<file path="config.mk">
export PLATFORM = sky130hd
export DESIGN_NAME = if_stage_pf
export DESIGN_NICKNAME = d
export VERILOG_FILES = /design/src/rtl/if_stage_pf_pkg.sv /design/src/rtl/if_pf_fifo.sv /design/src/rtl/if_stage_pf.sv
export SDC_FILE = /design/constraint.sdc
export NUM_CORES = 1
export LEC_CHECK = 0
export ABC_AREA = 0
export CORE_MARGIN = 2
export CORE_UTILIZATION = 52
export CTS_BUF_LIST = sky130_fd_sc_hd__clkbuf_4
export DETAILED_ROUTE_END_ITERATION = 8
export GPL_TIMING_DRIVEN = 0
export PLACE_DENSITY = 0.82
export SLEW_MARGIN = 40
export SYNTH_ARGS = -nofsm -noshare
export SYNTH_HDL_FRONTEND = slang
export SYNTH_SLANG_ARGS = --single-unit
</file>
<file path="constraint.sdc">
create_clock -name clk -period 3 [get_ports clk]
set_input_delay 0.6 -clock clk [delete_from_list [all_inputs] [get_ports clk]]
set_output_delay 0.6 -clock clk [all_outputs]
set_load 0.01 [all_outputs]
</file>
<file path="src/rtl/if_stage_pf_pkg.sv">
// Shared constants for the prefetching instruction fetch stage.
package if_stage_pf_pkg;

  localparam int unsigned WORD_DATA_W = 32;
  localparam logic [WORD_DATA_W-1:0] ISA_NOP = 32'h0000_0013;
  localparam logic ENABLE  = 1'b1;
  localparam logic DISABLE = 1'b0;
  localparam int unsigned PC_INC = 4;

endpackage

</file>
<file path="src/rtl/if_pf_fifo.sv">
// Synchronous prefetch FIFO with clear, occupancy count, empty and full.
// Head entry is presented combinationally on rdata_o; no write-to-read bypass.
module if_pf_fifo #(
  parameter int unsigned DEPTH = 4,
  parameter int unsigned WIDTH = 64
) (
  input  logic                           clk_i,
  input  logic                           reset_i,
  input  logic                           clear_i,
  input  logic                           push_i,
  input  logic                           pop_i,
  input  logic [WIDTH-1:0]               wdata_i,
  output logic [WIDTH-1:0]               rdata_o,
  output logic [$clog2(DEPTH):0]         count_o,
  output logic                           empty_o,
  output logic                           full_o
);

  localparam int unsigned AW = $clog2(DEPTH);
  localparam int unsigned CW = AW + 1;

  logic [WIDTH-1:0] mem_q [DEPTH];
  logic [AW-1:0]    wr_q, rd_q;
  logic [CW-1:0]    cnt_q;
  logic             do_push, do_pop;

  assign empty_o = (cnt_q == '0);
  assign full_o  = (cnt_q == CW'(DEPTH));
  assign count_o = cnt_q;
  assign rdata_o = mem_q[rd_q];

  assign do_push = push_i & ~full_o & ~clear_i;
  assign do_pop  = pop_i & ~empty_o & ~clear_i;

  always_ff @(posedge clk_i) begin
    if (reset_i || clear_i) begin
      wr_q  <= '0;
      rd_q  <= '0;
      cnt_q <= '0;
    end else begin
      // Pointers wrap naturally because DEPTH is a power of two.
      if (do_push) wr_q <= wr_q + 1'b1;
      if (do_pop)  rd_q <= rd_q + 1'b1;
      cnt_q <= cnt_q + CW'(do_push) - CW'(do_pop);
    end
  end

  always_ff @(posedge clk_i) begin
    if (do_push) mem_q[wr_q] <= wdata_i;
  end

endmodule

</file>
<file path="src/rtl/if_stage_pf.sv">
// Instruction fetch stage with an in-order prefetch queue and req/gnt/rvalid memory port.
// Optional performance counters are built when IF_PERF_CNT_EN is defined.
module if_stage_pf
  import if_stage_pf_pkg::*;
#(
  parameter int unsigned     PC_W     = 32,
  parameter int unsigned     INSN_W   = 32,
  parameter int unsigned     DEPTH    = 4,
  parameter logic [PC_W-1:0] RESET_PC = '0
) (
  input  logic              clk,
  input  logic              reset,
  input  logic              stall,
  input  logic              flush,
  input  logic [PC_W-1:0]   new_pc,
  input  logic              br_taken,
  input  logic [PC_W-1:0]   br_addr,
  output logic              imem_req,
  output logic [PC_W-1:0]   imem_addr,
  input  logic              imem_gnt,
  input  logic              imem_rvalid,
  input  logic [INSN_W-1:0] imem_rdata,
  output logic [PC_W-1:0]   if_pc,
  output logic [INSN_W-1:0] if_insn,
  output logic              if_en
`ifdef IF_PERF_CNT_EN
  ,
  output logic [31:0]       perf_fetch_cnt,
  output logic [31:0]       perf_bubble_cnt
`endif
);

  localparam int unsigned CW = $clog2(DEPTH) + 1;
  localparam int unsigned FW = PC_W + INSN_W;
  localparam logic [INSN_W-1:0] NOP = INSN_W'(ISA_NOP);

  logic [PC_W-1:0]   fpc_q, fpc_d, rpc_q, rpc_d, if_pc_q, if_pc_d;
  logic [INSN_W-1:0] if_insn_q, if_insn_d;
  logic              if_en_q, if_en_d;
  logic [CW-1:0]     out_q, out_d, drop_q, drop_d;

  logic              fifo_clear, fifo_push, fifo_pop, fifo_empty, fifo_full;
  logic [FW-1:0]     fifo_rdata;
  logic [CW-1:0]     fifo_count;

  logic              redirect, credit, grant;
  logic [PC_W-1:0]   target;

  assign redirect  = flush | br_taken;
  assign target    = flush ? new_pc : br_addr;
  // Queue slots are reserved at request time, so responses can never overflow it.
  assign credit    = ({1'b0, fifo_count} + {1'b0, out_q}) < (CW+1)'(DEPTH);
  assign imem_req  = ~reset & ~redirect & credit;
  assign imem_addr = fpc_q;
  assign grant     = imem_req & imem_gnt;

  if_pf_fifo #(
    .DEPTH (DEPTH),
    .WIDTH (FW)
  ) u_fifo (
    .clk_i   (clk),
    .reset_i (reset),
    .clear_i (fifo_clear),
    .push_i  (fifo_push),
    .pop_i   (fifo_pop),
    .wdata_i ({rpc_q, imem_rdata}),
    .rdata_o (fifo_rdata),
    .count_o (fifo_count),
    .empty_o (fifo_empty),
    .full_o  (fifo_full)
  );

  always_comb begin
    fpc_d      = fpc_q;
    rpc_d      = rpc_q;
    out_d      = out_q + CW'(grant) - CW'(imem_rvalid);
    drop_d     = drop_q;
    if_pc_d    = if_pc_q;
    if_insn_d  = if_insn_q;
    if_en_d    = if_en_q;
    fifo_clear = 1'b0;
    fifo_push  = 1'b0;
    fifo_pop   = 1'b0;
    if (redirect) begin
      // Everything still in flight, except a response landing now, belongs to the old stream.
      fpc_d      = target;
      rpc_d      = target;
      fifo_clear = 1'b1;
      drop_d     = out_q - CW'(imem_rvalid);
      if_pc_d    = target;
      if_insn_d  = NOP;
      if_en_d    = DISABLE;
    end else begin
      if (grant) fpc_d = fpc_q + PC_W'(PC_INC);
      if (imem_rvalid) begin
        if (drop_q != '0) begin
          drop_d = drop_q - CW'(1);
        end else begin
          fifo_push = ~fifo_full;
          rpc_d     = rpc_q + PC_W'(PC_INC);
        end
      end
      if (!stall) begin
        if (!fifo_empty) begin
          fifo_pop  = 1'b1;
          if_pc_d   = fifo_rdata[FW-1:INSN_W];
          if_insn_d = fifo_rdata[INSN_W-1:0];
          if_en_d   = ENABLE;
        end else begin
          if_insn_d = NOP;
          if_en_d   = DISABLE;
        end
      end
    end
  end

  always_ff @(posedge clk) begin
    if (reset) begin
      fpc_q     <= RESET_PC;
      rpc_q     <= RESET_PC;
      out_q     <= '0;
      drop_q    <= '0;
      if_pc_q   <= '0;
      if_insn_q <= NOP;
      if_en_q   <= DISABLE;
    end else begin
      fpc_q     <= fpc_d;
      rpc_q     <= rpc_d;
      out_q     <= out_d;
      drop_q    <= drop_d;
      if_pc_q   <= if_pc_d;
      if_insn_q <= if_insn_d;
      if_en_q   <= if_en_d;
    end
  end

  assign if_pc   = if_pc_q;
  assign if_insn = if_insn_q;
  assign if_en   = if_en_q;

`ifdef IF_PERF_CNT_EN
  logic [31:0] fetch_cnt_q, bubble_cnt_q;

  always_ff @(posedge clk) begin
    if (reset) begin
      fetch_cnt_q  <= '0;
      bubble_cnt_q <= '0;
    end else begin
      if (fifo_push) fetch_cnt_q <= fetch_cnt_q + 32'd1;
      if (~stall & fifo_empty & ~redirect) bubble_cnt_q <= bubble_cnt_q + 32'd1;
    end
  end

  assign perf_fetch_cnt  = fetch_cnt_q;
  assign perf_bubble_cnt = bubble_cnt_q;
`endif

endmodule

</file>
* After elaboration in Yosys (flattened, before gate mapping)
Memory sizes are Yosys's and may differ from the RTL's. A register that Yosys moved wholly into a read port is not among the register bits.
Index checks and enable logic that the tools add are counted.
W data, S select, Z words.
** Operators by class
- Add/sub/neg operators :: 11
- Magnitude comparators :: 1
- Eq/ne operators :: 4
- Multiplexer cells :: 24
- Bitwise gates (word level) :: 13
- Reductions and logical operators :: 10
** Operator list (count)
- $mux W32 :: 10
- $add A32 B3 Y32 const B :: 2
- $mux W1 :: 9
- $mux W3 :: 3
- $sub A3 B1 Y3 :: 3
- $and A1 B1 Y1 :: 7
- $add A3 B1 Y3 :: 2
- $reduce_and A2 Y1 :: 3
- $reduce_bool A2 Y1 :: 3
- $not A1 Y1 :: 5
- $add A2 B1 Y2 const B :: 2
- $add A3 B3 Y4 :: 1
- $lt A4 B3 Y1 const B :: 1
- $mux W2 :: 2
- $ne A2 B1 Y1 const B :: 2
- $eq A3 B3 Y1 const B :: 1
- $logic_not A3 Y1 :: 1
- $reduce_bool A3 Y1 :: 1
- $sub A3 B1 Y3 const B :: 1
- $ne A2 B2 Y1 const B :: 1
- $reduce_or A2 Y1 :: 1
- $logic_or A1 B1 Y1 :: 1
- $or A1 B1 Y1 :: 1
** Word-level totals
- Register bits :: 142
- Memory bits (writable) :: 256
- Output and inout bits :: 98
- Logic and storage cells :: 74
- Memories kept :: 1
** Memories
- u_fifo.mem_q :: depth 4, width 64, read ports 1, clocked after memory_dff 1, wr ports 1, line if_pf_fifo.sv:22 : logic [WIDTH-1:0] mem_q [DEPTH];

* Depth between registers and ports, before layout
Gate-level depths: netlist of the first run.
- Depth after elaboration :: 9
- Mapped depth :: 13
- Gate-level depth less buffers :: 11

* Hierarchy
A second synthesis of the first run with hierarchy kept.
** Second synthesis, totals
- Cells, all modules :: 1243
- Area, all modules :: 16575.9 sq um
** Modules (own cells, without submodules)
- if_pf_fifo :: instances 1, cells each 384, area each 9738.1 sq um, sequential area each 7867.5 sq um
- if_stage_pf :: instances 1, cells each 859, area each 6837.8 sq um, sequential area each 2702.6 sq um

* Worst setup path after synthesis of the first run
OpenSTA, ideal clock, no wires.
- Path kind :: input-to-reg
- From :: input port imem_rvalid
- To :: memory u_fifo.mem_q[0][0], enable pin
- Data arrival time :: 2.786 ns
- Required time :: 2.571 ns
- Slack :: -0.215 ns
- Cell stages on the path :: 3
- Path buffers :: 0
- Cells stage by stage :: nand3b_1 a31oi_1 and3_1
** Between the ends
- Longest elaborated chain between the ends :: 6
** RTL lines
- start: declaration :: line if_stage_pf.sv:21 : input logic imem_rvalid,
- $mux W1 :: line if_stage_pf.sv:95 : if (imem_rvalid) begin
- $mux W1 :: line if_stage_pf.sv:84 : if (redirect) begin
- $and A1 B1 Y1 (2 in series) :: line if_pf_fifo.sv:32 : assign do_push = push_i & ~full_o & ~clear_i;
- $mux W1 :: line if_pf_fifo.sv:49 : if (do_push) mem_q[wr_q] <= wdata_i;
- $mux W1 (not written as such) :: line if_pf_fifo.sv:49
- end: declaration :: line if_pf_fifo.sv:22
Every way passes these cells.

* Final worst setup path of the first run
- From :: input port br_taken
- To :: register out_q[2]
** Between the ends
- Longest elaborated chain between the ends :: 7
** RTL lines
- start: declaration :: line if_stage_pf.sv:16 : input logic br_taken,
- $or A1 B1 Y1 :: line if_stage_pf.sv:49 : assign redirect = flush | br_taken;
- $not A1 Y1 :: line if_stage_pf.sv:53 : assign imem_req = ~reset & ~redirect & credit;
- $and A1 B1 Y1 (2 in series) :: line if_stage_pf.sv:53
- $and A1 B1 Y1 :: line if_stage_pf.sv:55 : assign grant = imem_req & imem_gnt;
- $add A3 B1 Y3 :: line if_stage_pf.sv:76 : out_d = out_q + CW'(grant) - CW'(imem_rvalid);
- $sub A3 B1 Y3 :: line if_stage_pf.sv:76
- end signal: assignment :: line if_stage_pf.sv:129 : out_q <= out_d;
- end: declaration :: line if_stage_pf.sv:40 : logic [CW-1:0] out_q, out_d, drop_q, drop_d;
Every way passes these cells.
A chain may end at the register's enable or synchronous reset.

==> summary.md, run 1 <==
| Metric | Value |
|---|---|
| Status | complete, no violations |
| Initial antenna violation count | 1 |
| Pre-Repair DR Iteration Count | 6 |
| Post-synthesis sequential area ratio | 0.6397 |
| DP Worst Slack | -1394 ps |
| Top cells by count, synth | edfxtp_1 (256), dfxtp_1 (144), nor2_1 (106) |
| Worst VDD drop | 0.3933 mV |
| Leakage dissipation | 6.874 nW |
| I/O Pins | 201 |
| Synth Flop Type | edfxtp_1 |
| CTS root buf | clkbuf_4 |
| Combinational share of power | 0.090 |
| Post-synthesis cell type count | 66 |
| Clock tree buffer depth | 3 |
| Via/cell ratio | about 6.2 |
| Yosys warnings | 0 |
| Worst setup margin | 44.80 ps |
| Mapped Area | 0.01652 sq mm |
| Vias in the first global route | about 13000 |
| Core area | 0.03139 sq mm |
| Area grow syn2layout | 24.80% |
| Area share of the largest cell type after synthesis | 0.4652 |
| Clock latency on the worst-skew pair | 810 ps |
| Crit path capture type | flop |
| Sequential Power Share | 0.509 |
| Placement Cell Area | 0.01919 sq mm |
| Final wirelength | 48030 um |
| Die area | 0.03322 sq mm |
| CP arrival | 3570 ps |
| Drt drc | 0 |
| Final instance area | 0.02062 sq mm |
| Net switching power | 3.059 mW |
| # rows | 65 |
| CTS tree | done |
| # H-tree levels | 3 |
| Post-synthesis cell count | ~1300 |
| Die width | 182.3 um |
| GRT Overall Usage | 0.2894 |
| Hold Vio Cnt, Final | 0 |
| Final #Nets | approximately 1700 |
| Vias post-DR | roughly 13000 |
| Critical Path RT | 3610 ps |
| RSZ-0062 raised after global routing | no |
| CTS Buf Count | slightly below 100 |
| Clock share of power | 0.400 |
| Clk sink count | 400 |
| Grt total ovfl | 0 |
| Clk pin slew, worst setup/hold paths | ~80 ps |
| Post-route insts no fill | 2050 |
| Max-cap violations | 0 |
| Sw frac | 0.2527 |
| First-pass GRT wire length | 72910 um |
| Hold WS | between 400 and 500 ps |
| Top post-synthesis cells by area | edfxtp_1 (47%), dfxtp_1 (17%), mux4_2 (8.7%) |
| Syn_nets | 1382 |
| Post-placement cell count | 1868 |
| Critical path fanouts, max | 10 |
| Max frequency | approximately 340 MHz |
| Routed length per placed instance | 23.43 um |
| Die H | ~180 um |
| Initial core utilization | 0.5263 |
| EDFF count, synth | 256 |
| Largest net degree at the start of global routing | 35 |
| Post-synth ARST share | 0 |
| Buffers added on ports | 199 |
| #FFs+latches synth | 400 |
| Share of cells above drive strength 1 | 0.1670 |
| Syn Area/Cell | 13.10 sq um |
| Top-count cell post-synth | edfxtp_1 |
| Tmin final | 2955 ps |
| GPL Wtd Cong | 0.9322 |
| Worst Hold Class | in2reg |
| Synth area leader | edfxtp_1 |
| Clock skew | between 90 and 100 ps |
| Tcrit/Tclk final | 0.9851 |
| Slew HR | 0.3274 |
| Setup TNS | 0 ps |
| Final Power | 12.11 mW |
| Util after Layout | 0.6569 |
| Int Power | 9.048 mW |
| Pwr dens | 587.1 mW/mm^2 |
| WHS Path Cells | 1 |
| Reg2reg path depth | 11 |
| Kind of critical path | in2reg |
| CP startpoint kind | input port |
| Antenna-violating nets left | 0 |
| HPWL Detailed | about 33000 um |
| Detailed Route Iter0 Violations | 1402 |
| Max Slew Vio Count | 0 |
| Final setup viols | 0 |
| Worst-margin pin slew | 1004 ps |
[cells by family after synthesis]
family                     after synthesis  synth area share
xor gates and xnor gates                18          0.009541
and+or+nand+nor                        370            0.1122
AOI/OAI and AO/OA                      281            0.1087
buffers and inverters                  104           0.02438
DFF                                    400            0.6397
adders and majority gates               18           0.01454
muxes                                   70           0.09094
[worst max-delay path, cell delays in order]
cell,delay [ps]
clkdlybuf4s50_1,480
clkbuf_8,230
or2_4,300
clkbuf_8,190
nor2_4,140
buf_4,240
nand2_1,80
ha_1,270
inv_1,40
ha_1,190
fa_1,410
xnor2_1,200
xnor2_1,130
nor2_1,60
[routing by layer]
metal  routed length [um]  global-route usage  share of wire  up-vias
met1                18240              0.3784           0.38     6246
met4                 1808              0.1310          0.038        0
li1                     -                   -              -     5561
met2                22370              0.4612           0.47      833
met3                 5610             0.07204           0.12      143
met5                    0                   0              0        -
[what timing repair did]
item / CTS / global route
gates resized for setup: 10 / 10
endpoints found under the setup margin: 7 / 83
buffers inserted: 1 / 0
pin swaps: 1 / 0
hold buffers: 0 / 0
[power by group through the flow]
stage | registers, mW | logic [mW] | clock network, mW
after floorplan | 6.25 | 0.502 | 0
after global placement | 6.27 | 1.01 | 0
after detailed placement | 6.28 | 1.05 | 0
after CTS | 6.16 | 1.06 | 4.91
after global routing | 6.18 | 1.16 | 5.20
final | 6.17 | 1.09 | 4.85
[final timing paths]
check                    start                   to  slack (ps)
max                   br_taken             out_q[2]          40
min             imem_rdata[24]  u_fifo.mem_q[3][24]         420
max reg2reg  u_fifo.count_o[2]             out_q[2]         110
min reg2reg       imem_addr[0]         imem_addr[0]         470
[state kept, by name (all words and copies together) (netlist names), named ones only]
register        cells
drop_q              3
if_en               1
if_insn            32
if_pc              32
imem_addr          32
out_q               3
rpc_q              32
u_fifo.count_o      3
u_fifo.mem_q      256
u_fifo.rd_q         2
u_fifo.wr_q         2
[layout make-up]
cell class                 count  area, sq um
antenna                        1        2.502
clock buffer                 155         1164
timing repair buffer         206         2130
fill                        2273        10770
tap                          402        503.0
multi-input combinational    757         5609
inverter                      23        86.33
sequential                   400        10570
clock inverter                28        227.7
buffer                        78        329.1
[cell usage in the layout (no fill, tap or decap), types with 4 or more instances in the layout]
cell,netlist,routed
nor3_1,25,24
clkinv_1,0,17
nor2_1,106,105
o21a_1,10,10
o22ai_1,11,11
clkbuf_2,0,4
and3_1,21,16
o31ai_1,6,6
or4_1,6,6
ha_1,16,16
inv_1,23,23
a211oi_1,49,49
mux4_2,64,64
buf_1,4,4
and2_1,18,18
xor2_1,7,7
o21ai_1,0,4
mux2i_1,5,5
clkbuf_1,67,59
o21ai_0,69,65
clkbuf_4,0,155
dfxtp_1,144,144
nand4_1,21,21
a22oi_1,29,29
a31oi_1,13,12
nand3_1,36,36
or3_1,11,11
nor4_1,11,11
xnor2_1,11,11
nand2b_1,5,5
nand2_1,80,80
buf_12,0,4
buf_2,10,10
a21oi_1,62,62
and3_4,0,5
edfxtp_1,256,256
clkdlybuf4s50_1,0,198
and4_1,9,9
Note: power is estimated with default switching activity, not from simulation.
==> inputs of run 2 (changes only) <==
CORE_ASPECT_RATIO = 0.6   (was not set)
GPL_ROUTABILITY_DRIVEN = 0   (was not set)
==> summary.md, run 2 (synthesized netlist as in run 1, its figures left out) <==
| Metric | Value |
|---|---|
| Worst min-delay path endpoint | imem_addr[24] |
| Worst Hold Class | in2reg |
| Area grow syn2layout | 24.59% |
| Placement Cell Area | 0.01925 sq mm (+0.35%) |
| Reg with most FFs | u_fifo.mem_q |
| Die area | 0.03326 sq mm (+0.14%) |
| CP peak stage delay | 440 ps (-40 ps) |
| First-pass GRT wire length | 71850 um (-1.4%) |
| CTS Hold Bufs | 0 (unchanged) |
| Hold path start | new_pc[24] |
| Sequential Power Share | 0.520 (+0.011) |
| Net switching power | 2.967 mW (-3.0%) |
| R2r setup slk | 180 ps (+70 ps) |
| Final setup viols | 0 (unchanged) |
| Slew HR | 0.3782 (+0.05076) |
| RSZ-0062 raised after global routing | no |
| Die H | 142.1 um (-22%) |
| Routed length per placed instance | 23.49 um (+0.24%) |
| Vias in the first global route | 12200 (-5.5%) |
| Share of cells above drive strength 1 | 0.1631 (-0.003867) |
| Tmin final | 2992 ps (+37.24 ps) |
| Clk sink count | 400 (unchanged) |
| Final instance area | 0.02059 sq mm (-0.17%) |
| I/O Pins | 201 (unchanged) |
| Clock tree buffer depth | 3 (unchanged) |
| Worst-margin pin slew | 928.4 ps (-75.79 ps) |
| Pre-Repair DR Iteration Count | 8 (+2) |
| Drt drc | 0 (unchanged) |
| Largest register FFs | 256 (unchanged) |
| Post-placement cell count | 1884 (+0.86%) |
| Core area | 0.03122 sq mm (-0.56%) |
| Most frequent cells in the layout | edfxtp_1 (256), clkdlybuf4s50_1 (198), dfxtp_1 (143), clkbuf_4 (143), nor2_1 (105) |
| Tcrit/Tclk final | 0.9975 (+0.01241) |
| Vias post-DR | 12690 (-0.74%) |
| Buf+Inv Stages, Crit Path | 4 (-1) |
| Sw frac | 0.2500 (-0.002666) |
| CP most frequent cell | clkbuf_8 |
| Int Power | 8.902 mW (-1.6%) |
| Critical path fanouts, max | 10 (unchanged) |
| Die width | 234.1 um (+28%) |
| Most common cell after layout, fill and taps aside | edfxtp_1 |
| Initial core utilization | 0.5293 (+0.002953) |
| Clock share of power | 0.387 (-0.013) |
| Grt total ovfl | 0 (unchanged) |
| Pwr dens | 576.6 mW/mm^2 (-1.8%) |
| Max frequency | 334.2 MHz (-1.2%) |
| Number of stages on the worst setup path | 7 (-7) |
| Largest net degree at the start of global routing | 33 (-5.7%) |
| Buffers added on ports | 199 (unchanged) |
| CP max-delay cell | clkdlybuf4s50_1 |
| Clock latency on the worst-skew pair | 830 ps (+20 ps) |
| Post-route insts no fill | 2055 (+0.24%) |
| Critical Path RT | 2400 ps (-1210 ps) |
| HPWL Detailed | 33860 um (+2.5%) |
| Kind of critical path | in2out |
| Worst setup margin | 7.565 ps (-37.24 ps) |
| # rows | 50 (-23%) |
| Hold Vio Cnt, Final | 0 (unchanged) |
| Detailed Route Iter0 Violations | 2207 (+57%) |
| Max-cap violations | 0 (unchanged) |
| GRT Overall Usage | 0.2922 (+0.002794) |
| WHS Path Cells | 3 (+2) |
| CTS root buf | clkbuf_4 |
| Final wirelength | 48260 um (+0.49%) |
| DP Worst Slack | -1185 ps (+209.8 ps) |
| CTS tree | done |
| Antenna-violating nets left | 0 (unchanged) |
| CP startpoint kind | input port |
| FF+latch area | 0.01057 sq mm (about the same) |
| Combinational share of power | 0.093 (+0.003) |
| Final #Nets | 1682 (-0.18%) |
| Clk pin slew, worst setup/hold paths | 80 ps (about the same) |
| CP arrival | 2390 ps (-1180 ps) |
| Initial antenna violation count | 1 (unchanged) |
| Fillers | 2212 (-2.7%) |
| Via/cell ratio | 6.174 (-0.98%) |
| Max Slew Vio Count | 0 (unchanged) |
| CP top delay family | buffers and inverters |
| Status | complete, no violations |
| Reg2Reg Launch Point | u_fifo.count_o[2] |
| Clock skew | 82.42 ps (-15.70 ps) |
| Crit path capture type | output port |
| # H-tree levels | 3 (unchanged) |
| CP cell instances | clkdlybuf4s50_1 > clkbuf_8 > or2_4 > clkbuf_8 > nor2_4 > and3_1 > dlygate4sd2_1 |
| Worst VDD drop | 0.2274 mV (-42%) |
| CTS Buf Count | 91 (-7.1%) |
| Multi-input logic area | 0.005643 sq mm (+0.60%) |
| R2R Path End | u_fifo.count_o[2] |
| Reg2reg path depth | 11 (unchanged) |
| Leakage dissipation | 6.805 nW (-1.0%) |
## run 2: layout make-up
type	count	share of cell area
clock buffer	143	0.05215
inverter	23	0.004194
buffer	79	0.01605
clock inverter	26	0.009238
tap	416	0.02528
antenna	2	0.0002431
timing repair buffer	209	0.1052
sequential	400	0.5135
multi-input combinational	757	0.2741
## run 2: worst max path at each step
stage | startpoint | end | slack [ps]
after global routing | br_taken | imem_req | 20
after global placement | flush | u_fifo.mem_q[0][21] | -1180
final | br_taken | imem_req | 8
after detailed placement | br_taken | out_q[2] | -1180
after CTS | u_fifo.count_o[2] | u_fifo.count_o[2] | 30
after floorplan | br_taken | out_q[2] | 40
## run 2: power groups by stage
stage               registers (mW)  logic [mW]  clock network (mW)
floorplan                     6.25       0.502                   0
global placement              6.27        1.02                   0
global route                  6.18        1.18                4.93
detailed placement            6.28        1.06                   0
finish                        6.17        1.11                4.59
CTS                           6.16        1.06                4.65
## run 2: stage by stage
| stage | power [mW] | utilization | hold slack [ps] | setup TNS [ps] |
|---|---|---|---|---|
| after global routing | 12.29 | 0.6594 | 385.9 | 0 |
| after global placement | 7.290 | 0.6102 | 444.1 | -318600 |
| after floorplan | 6.756 | - | 454.8 | 0 |
| after CTS | 11.87 | 0.6582 | 382.6 | 0 |
| after detailed placement | 7.338 | 0.6168 | 454.9 | -99820 |
| final | 11.87 | 0.6594 | 421.5 | 0 |
## run 2: metal layers
metal	up-vias	part of all wire	track usage
met3	120	0.15	0.1202
met5	-	0.0011	0
li1	5560	-	-
met1	6108	0.42	0.4336
met2	895	0.41	0.3884
met4	5	0.024	0.09127
## run 2: what timing repair did
action / CTS / global route
pin swaps: 1 / 1
gates resized for setup: 10 / 4
buffers inserted: 1 / 1
setup endpoints to repair: 5 / 22
## run 2: worst register-to-register path: cells and delay by family (launching register included)
family                   cells  cell delay [ps]
adder cells (fa/ha/maj)      3              880
buffers and inverters        3              660
flip-flops                   1              370
XOR/XNOR                     1              160
AND/OR/NAND/NOR              4              630
